==> config.mk <==
export PLATFORM = sky130hd
export DESIGN_NAME = systolic_pe_db
export DESIGN_NICKNAME = d
export VERILOG_FILES = /design/src/rtl/systolic_pe_db.sv
export SDC_FILE = /design/constraint.sdc
export NUM_CORES = 1
export LEC_CHECK = 0
export CAP_MARGIN = 20
export CORE_MARGIN = 3
export CORE_UTILIZATION = 65
export DETAILED_ROUTE_END_ITERATION = 8
export GPL_TIMING_DRIVEN = 0
export PLACE_DENSITY = 0.95
export SLEW_MARGIN = 0
export SYNTH_ARGS = -nofsm -noshare
export SYNTH_HDL_FRONTEND = slang
export SYNTH_SLANG_ARGS = --single-unit
==> constraint.sdc <==
create_clock -name clk -period 15.1 [get_ports clk]
set_input_delay 4.53 -clock clk [delete_from_list [all_inputs] [get_ports clk]]
set_output_delay 4.53 -clock clk [all_outputs]
set_load 0.02 [all_outputs]
==> src/rtl/systolic_pe_db.sv <==
// systolic_pe_db: weight-stationary signed MAC PE, double-buffered weight.
// Ports: act/valid W->E, psum N->S, weight shift chain N->S, swap, stall, ovf.
module systolic_pe_db #(
  parameter int DATA_W   = 16,
  parameter int ACC_W    = 32,
  parameter bit SATURATE = 1'b1
) (
  input  logic              clk,
  input  logic              rst,
  input  logic              stall,
  input  logic              valid_west,
  input  logic [DATA_W-1:0] act_west,
  input  logic [ACC_W-1:0]  psum_north,
  output logic              valid_east,
  output logic [DATA_W-1:0] act_east,
  output logic [ACC_W-1:0]  psum_south,
  input  logic              wload_shift,
  input  logic [DATA_W-1:0] wload_in,
  output logic [DATA_W-1:0] wload_out,
  input  logic              weight_swap,
  output logic              ovf,
  input  logic              ovf_clr
);

  localparam int PW = 2 * DATA_W;

  logic [DATA_W-1:0] shadow;
  logic [DATA_W-1:0] active;

  logic [PW-1:0]    a_x;
  logic [PW-1:0]    w_x;
  logic [PW-1:0]    prod;
  logic [ACC_W:0]   prod_x;
  logic [ACC_W:0]   psum_x;
  logic [ACC_W:0]   sum;
  logic             ovf_now;
  logic [ACC_W-1:0] res;

  // Operands widened first so the low PW bits of the
  // product are the exact signed product.
  assign a_x    = {{DATA_W{act_west[DATA_W-1]}}, act_west};
  assign w_x    = {{DATA_W{active[DATA_W-1]}}, active};
  assign prod   = a_x * w_x;
  assign prod_x = {{(ACC_W + 1 - PW){prod[PW-1]}}, prod};
  assign psum_x = {psum_north[ACC_W-1], psum_north};
  assign sum    = psum_x + prod_x;

  // Top two bits disagree: result left the ACC_W range.
  assign ovf_now = sum[ACC_W] ^ sum[ACC_W-1];

  always_comb begin
    res = sum[ACC_W-1:0];
    if (SATURATE && ovf_now) begin
      if (sum[ACC_W])
        res = {1'b1, {(ACC_W-1){1'b0}}};
      else
        res = {1'b0, {(ACC_W-1){1'b1}}};
    end
  end

  assign wload_out = shadow;

  always_ff @(posedge clk or negedge rst) begin
    if (!rst) begin
      valid_east <= 1'b0;
      act_east   <= '0;
      psum_south <= '0;
      shadow     <= '0;
      active     <= '0;
      ovf        <= 1'b0;
    end else begin
      if (wload_shift)
        shadow <= wload_in;
      if (weight_swap)
        active <= shadow;
      if (!stall) begin
        valid_east <= valid_west;
        if (valid_west) begin
          act_east   <= act_west;
          psum_south <= res;
        end
      end
      // Set has priority over clear.
      if (!stall && valid_west && ovf_now)
        ovf <= 1'b1;
      else if (ovf_clr)
        ovf <= 1'b0;
    end
  end

endmodule

# [After elaboration in Yosys (flattened, before gate mapping)]
# Index checks and enable logic that the tools add are counted.
[classes] n_div=0 n_eq_ne=0 bitwise_logic=2 multipliers=1 magnitude_cmp=0 shifts=0 addsub=1 reduce_logical=5 mux=4
[ops] op="$mux W32" count=2
[ops] op="$add A32 B32 Y33" count=1
[ops] op="$mul A16 B16 Y32" count=1
[ops] op="$logic_and A1 B1 Y1" count=2
[ops] op="$mux W1" count=2
[ops] op="$reduce_and A2 Y1" count=1
[ops] op="$reduce_bool A2 Y1" count=1
[ops] op="$logic_not A1 Y1" count=1
[ops] op="$not A1 Y1" count=1
[ops] op="$xor A1 B1 Y1" count=1
[word_totals] in_bits=71 regBits=82 n_memories=0 latchBits=0 mem_bits_ro=0 ramBits=0 wordCells=19

# [Longest topological paths before layout]
[logic_depth] ltp_word=5 ltp_mapped=27 depth_no_buf=24

# [Least setup slack after synthesis]
# OpenSTA, ideal clock, no wires.
[synth_path] path_kind="input to register" startpoint="input act_west[15]" endpoint="register ovf" arrival_ns=10.487 path_buffers=2 stages=24 slack_ns=4.472 setup_ns=0.140 cell_sequence="clkbuf_1 nand2_1 inv_1 fa_1 inv_1 fa_1 inv_1 fa_1 fa_1 fa_1 inv_1 fa_1 inv_1 ha_1 and3_1 and2_1 and3_1 a32oi_1 nand3_1 and3_4 a211oi_4 buf_4 xor2_1 o22ai_1"
[synth_between] elab_chain_cells=5 word_cells_on_any_way=6 cone_classes="1 x add/sub; 1 x mul; 1 x mux; 1 x bitwise; 2 x reduce/logical"
[synth_rtl] item="start: declaration" line_no="12" source="input logic [DATA_W-1:0] act_west,"
[synth_rtl] item="$mul A16 B16 Y32 *" line_no="43" source="assign prod = a_x * w_x;"
[synth_rtl] item="$add A32 B32 Y33 *" line_no="46" source="assign sum = psum_x + prod_x;"
[synth_rtl] item="$xor A1 B1 Y1 *" line_no="49" source="assign ovf_now = sum[ACC_W] ^ sum[ACC_W-1];"
[synth_rtl] item="$logic_and A1 B1 Y1 *" line_no="84" source="if (!stall && valid_west && ovf_now)"
[synth_rtl] item="$mux W1 / $reduce_bool A2 Y1 (equally long branches)"
[synth_rtl] item="end signal: assignment" line_no="70" source="ovf <= 1'b0;"
[synth_rtl] item="end signal: assignment" line_no="85" source="ovf <= 1'b1;"
[synth_rtl] item="end signal: assignment" line_no="87" source="ovf <= 1'b0;"
[synth_rtl] item="end: declaration" line_no="21" source="output logic ovf,"
# Every way passes the cells marked *; elsewhere a longest branch is shown, timed or not.
# A chain may end at the register's enable or synchronous reset.

# [Worst setup path in the final report]
[layout_path] startpoint="input act_west[15]" endpoint="register psum_south[16]"
[layout_between] elab_chain_cells=4 word_cells_on_any_way=5 cone_classes="1 x add/sub; 1 x mul; 2 x mux; 1 x bitwise"
[layout_rtl] item="$mul A16 B16 Y32 *" line_no="43"
[layout_rtl] item="$add A32 B32 Y33 *" line_no="46"
[layout_rtl] item="$mux W32 / $xor A1 B1 Y1 (equally long branches)" line_no="54, 49"
[layout_rtl] item="$mux W32 *" line_no="53" source="if (SATURATE && ovf_now) begin"
[layout_rtl] item="end signal: assignment" line_no="80" source="psum_south <= res;"
[layout_rtl] item="end: declaration" line_no="16" source="output logic [ACC_W-1:0] psum_south,"
# Marks and branches as above.

==> results.json <==
{
  "status": "finished clean",
  "final_cell_area_um2": 16500,
  "area_delta_synth_final_pct": 14.0,
  "min-delay-start": "psum_south[22]",
  "synth_top_family_by_area": "adder cells",
  "yosysSeqAreaShare_pct": 14.2,
  "cp-end-kind": "flop",
  "finalWirelength_um": 43000,
  "setup-violations-final": 0,
  "gp_congestion": 0.981,
  "dp.final_hpwl_um": 34100,
  "netlist.area_leader.share_pct": 41.4,
  "ant_nets": 0,
  "hold_path_class": "flop to flop",
  "die_y_um": 155,
  "synthMuxAreaShare_pct": 3.74,
  "synth_adder_area_share_pct": 50.2,
  "drc": 0,
  "final-hold-violation-count": 0,
  "maxCapViolCount": 0,
  "fin_crit_sh_pct": 83.2,
  "synth_compound_area_share_pct": 6.60,
  "skew_ns": 0.00971,
  "synth.avg_cell_area_um2": 9.69,
  "min_period_ns": 12.56,
  "synth_nets": 1964,
  "first_pass_iters": 6,
  "synthSimpleGateAreaFrac_pct": 12.1,
  "slew_headroom_pct": 33.2,
  "synth_commonest_cells": "inv_1 (352), fa_1 (299), nand2_1 (178), and2_1 (117), ha_1 (101)",
  "fin_util_pct": 77.0,
  "post_cts_buffers": 0,
  "netlist_area_um2": 14500,
  "vias": 11702,
  "port_buffers": 134,
  "worst_slew_pin_slew_ns": 0.999,
  "ctsHoldBuffers": 0,
  "cp-start-kind": "primary input",
  "setup_tns_ns": 0,
  "antenna_found_initial": 1,
  "diodes": 0,
  "coreArea_um2": 21400,
  "synthArstFlopShare_pct": 100,
  "hold_depth": 2,
  "criticalPathCategory": "primary input to flop",
  "rsz0062_at_grt": "false",
  "crit_fanout": 10,
  "met3_usage_pct": 9.10,
  "synth-main-ff-cell": "dfrtp_1",
  "cts.sinks": 82,
  "routed_via_density": 6.10,
  "numCtsBuffers": 9,
  "synth_area_leaders": "fa_1 (41%), dfrtp_1 (14%), inv_1 (9.1%)",
  "synth.distinct_cells": 56,
  "clk_latency_ns": 0.35,
  "yosysMostFrequentCell": "inv_1",
  "yosysWarnings": 0,
  "grt_util_met2_pct": 61.4,
  "cts_resized": 0,
  "nets": 2110,
  "grt_pass1_vias": 13031,
  "place_area_um2": 16200,
  "max_freq_mhz": 79.6,
  "synth_edf_count": 0,
  "io_pins": 137,
  "worstReg2RegStart": "active[1]",
  "r2r_end": "psum_south[16]",
  "path_clk_slew_ns": 0.07,
  "groute.layer.met1.usage_pct": 44.0,
  "start_util_pct": 67.5,
  "synth-seq-cells": 82,
  "num_rows": 53,
  "synth_top_cell_by_area": "fa_1",
  "drt_iter0_markers": 993,
  "globalRouteTotalUtil_pct": 37.2,
  "fp.dieW_um": 155,
  "grt_busiest_layer": "met2",
  "crit_arrival_ns": 12.82,
  "yosys.area_share.xor_xnor_pct": 2.11,
  "regToRegSetupSlack_ns": 7.00,
  "reg2regPathDepth": 24,
  "die_area_um2": 24100,
  "min_to": "psum_south[22]",
  "grt_overflow": 0,
  "slew_viol_final": 0,
  "syn_inst": 1493,
  "cts_tree": "yes",
  "required_ns": 15.36,
  "root_buffer": "clkbuf_16",
  "routedWlPerCell_um": 22.4,
  "grt_max_degree": 52,
  "cts-htree-levels": 3,
  "n_fill_cell": 1314,
  "cts_buffer_depth": 2,
  "grt_pass1_wl_um": 68500,
  "layout-drive-gt1-share_pct": 5.72
}
-- cell usage in the layout, fill, tap and decap left out, types with 4 or more instances in the layout --
cell type / n
xor2_1: 9
a31oi_1: 5
o211ai_1: 5
clkbuf_16: 9
and3_1: 4
nand3_1: 8
o21a_1: 5
inv_1: 352
o31ai_2: 7
mux2_2: 48
nor2_1: 29
clkbuf_1: 49
o21ai_1: 24
a21oi_1: 53
fa_1: 299
ha_1: 101
a22oi_1: 4
nor3_1: 4
a211oi_1: 4
dfrtp_1: 82
nand2b_1: 8
and2_1: 117
buf_2: 8
a211o_1: 4
xnor2_1: 24
o21ai_0: 16
a21o_1: 6
nand2_1: 178
clkdlybuf4s50_1: 133
-- worst max-delay path, cell delays in order --
cell and delay (ns):
clkdlybuf4s50_1 0.72, clkbuf_1 0.40, nand2_1 0.25, inv_1 0.10
fa_1 0.78, inv_1 0.12, fa_1 0.58, inv_1 0.38
fa_1 0.52, fa_1 0.52, fa_1 0.49, inv_1 0.05
fa_1 0.56, inv_1 0.07, ha_1 0.34, and3_1 0.23
and2_1 0.16, and3_1 0.18, a32oi_1 0.32, nand3_1 0.22
and3_4 0.22, a211oi_4 0.43, o21bai_2 0.20, buf_2 0.24
o21ai_1 0.19
-- flip-flops by register name, indices dropped and copies added (netlist names) --
signal	count
psum_south	32
act_east	16
active	16
wload_out	16
ovf	1
valid_east	1
-- cells by family after synthesis --
group / after synthesis
simple gates: 363
fa+ha+maj: 401
flops: 82
buf+inv: 416
compound gates: 149
xor+xnor: 34
mux: 48
-- cell type report --
| cell class | count | area (um2) | area share [%] |
|---|---|---|---|
| Buffer | 64 | 280 | 1.70 |
| Clock buffer | 10 | 239 | 1.45 |
| Clock inverter | 6 | 71.3 | 0.433 |
| Inverter | 352 | 1320 | 8.01 |
| Multi-Input combinational cell | 995 | 10800 | 65.6 |
| Sequential cell | 82 | 2050 | 12.4 |
| Tap cell | 275 | 344 | 2.09 |
| Timing Repair Buffer | 135 | 1370 | 8.29 |
-- metal layers --
layer / routed length [um] / up-vias / part of all wire [%]
met5: 0 / - / 0
met4: 3420 / 0 / 8.0
met3: 4940 / 257 / 11
met2: 20700 / 914 / 48
met1: 13900 / 5763 / 32
li1: - / 4768 / -
-- worst max-delay path by stage --
| stage | depth (start not counted) | from | to | slack, ns |
|---|---|---|---|---|
| floorplan | 24 | act_west[15] | ovf | 4.47 |
| global placement | 26 | act_west[15] | psum_south[4] | 2.67 |
| detailed placement | 27 | act_west[15] | psum_south[29] | 2.52 |
| CTS | 26 | act_west[15] | psum_south[8] | 2.77 |
| global route | 26 | act_west[15] | psum_south[8] | 2.23 |
| finish | 25 | act_west[15] | psum_south[16] | 2.54 |
-- metrics by stage --
stage	worst slack [ns]	hold WS, ns	cells
2_1_floorplan	4.47	0.563	1493
3_3_place_gp	2.67	0.462	1902
3_5_place_dp	2.52	0.471	1903
4_1_cts	2.77	0.485	1919
5_1_grt	2.23	0.517	1919
6_report	2.54	0.491	1919
Power is not shown: default switching activity piles up to over one toggle a cycle in this logic, so the estimate is an artifact.
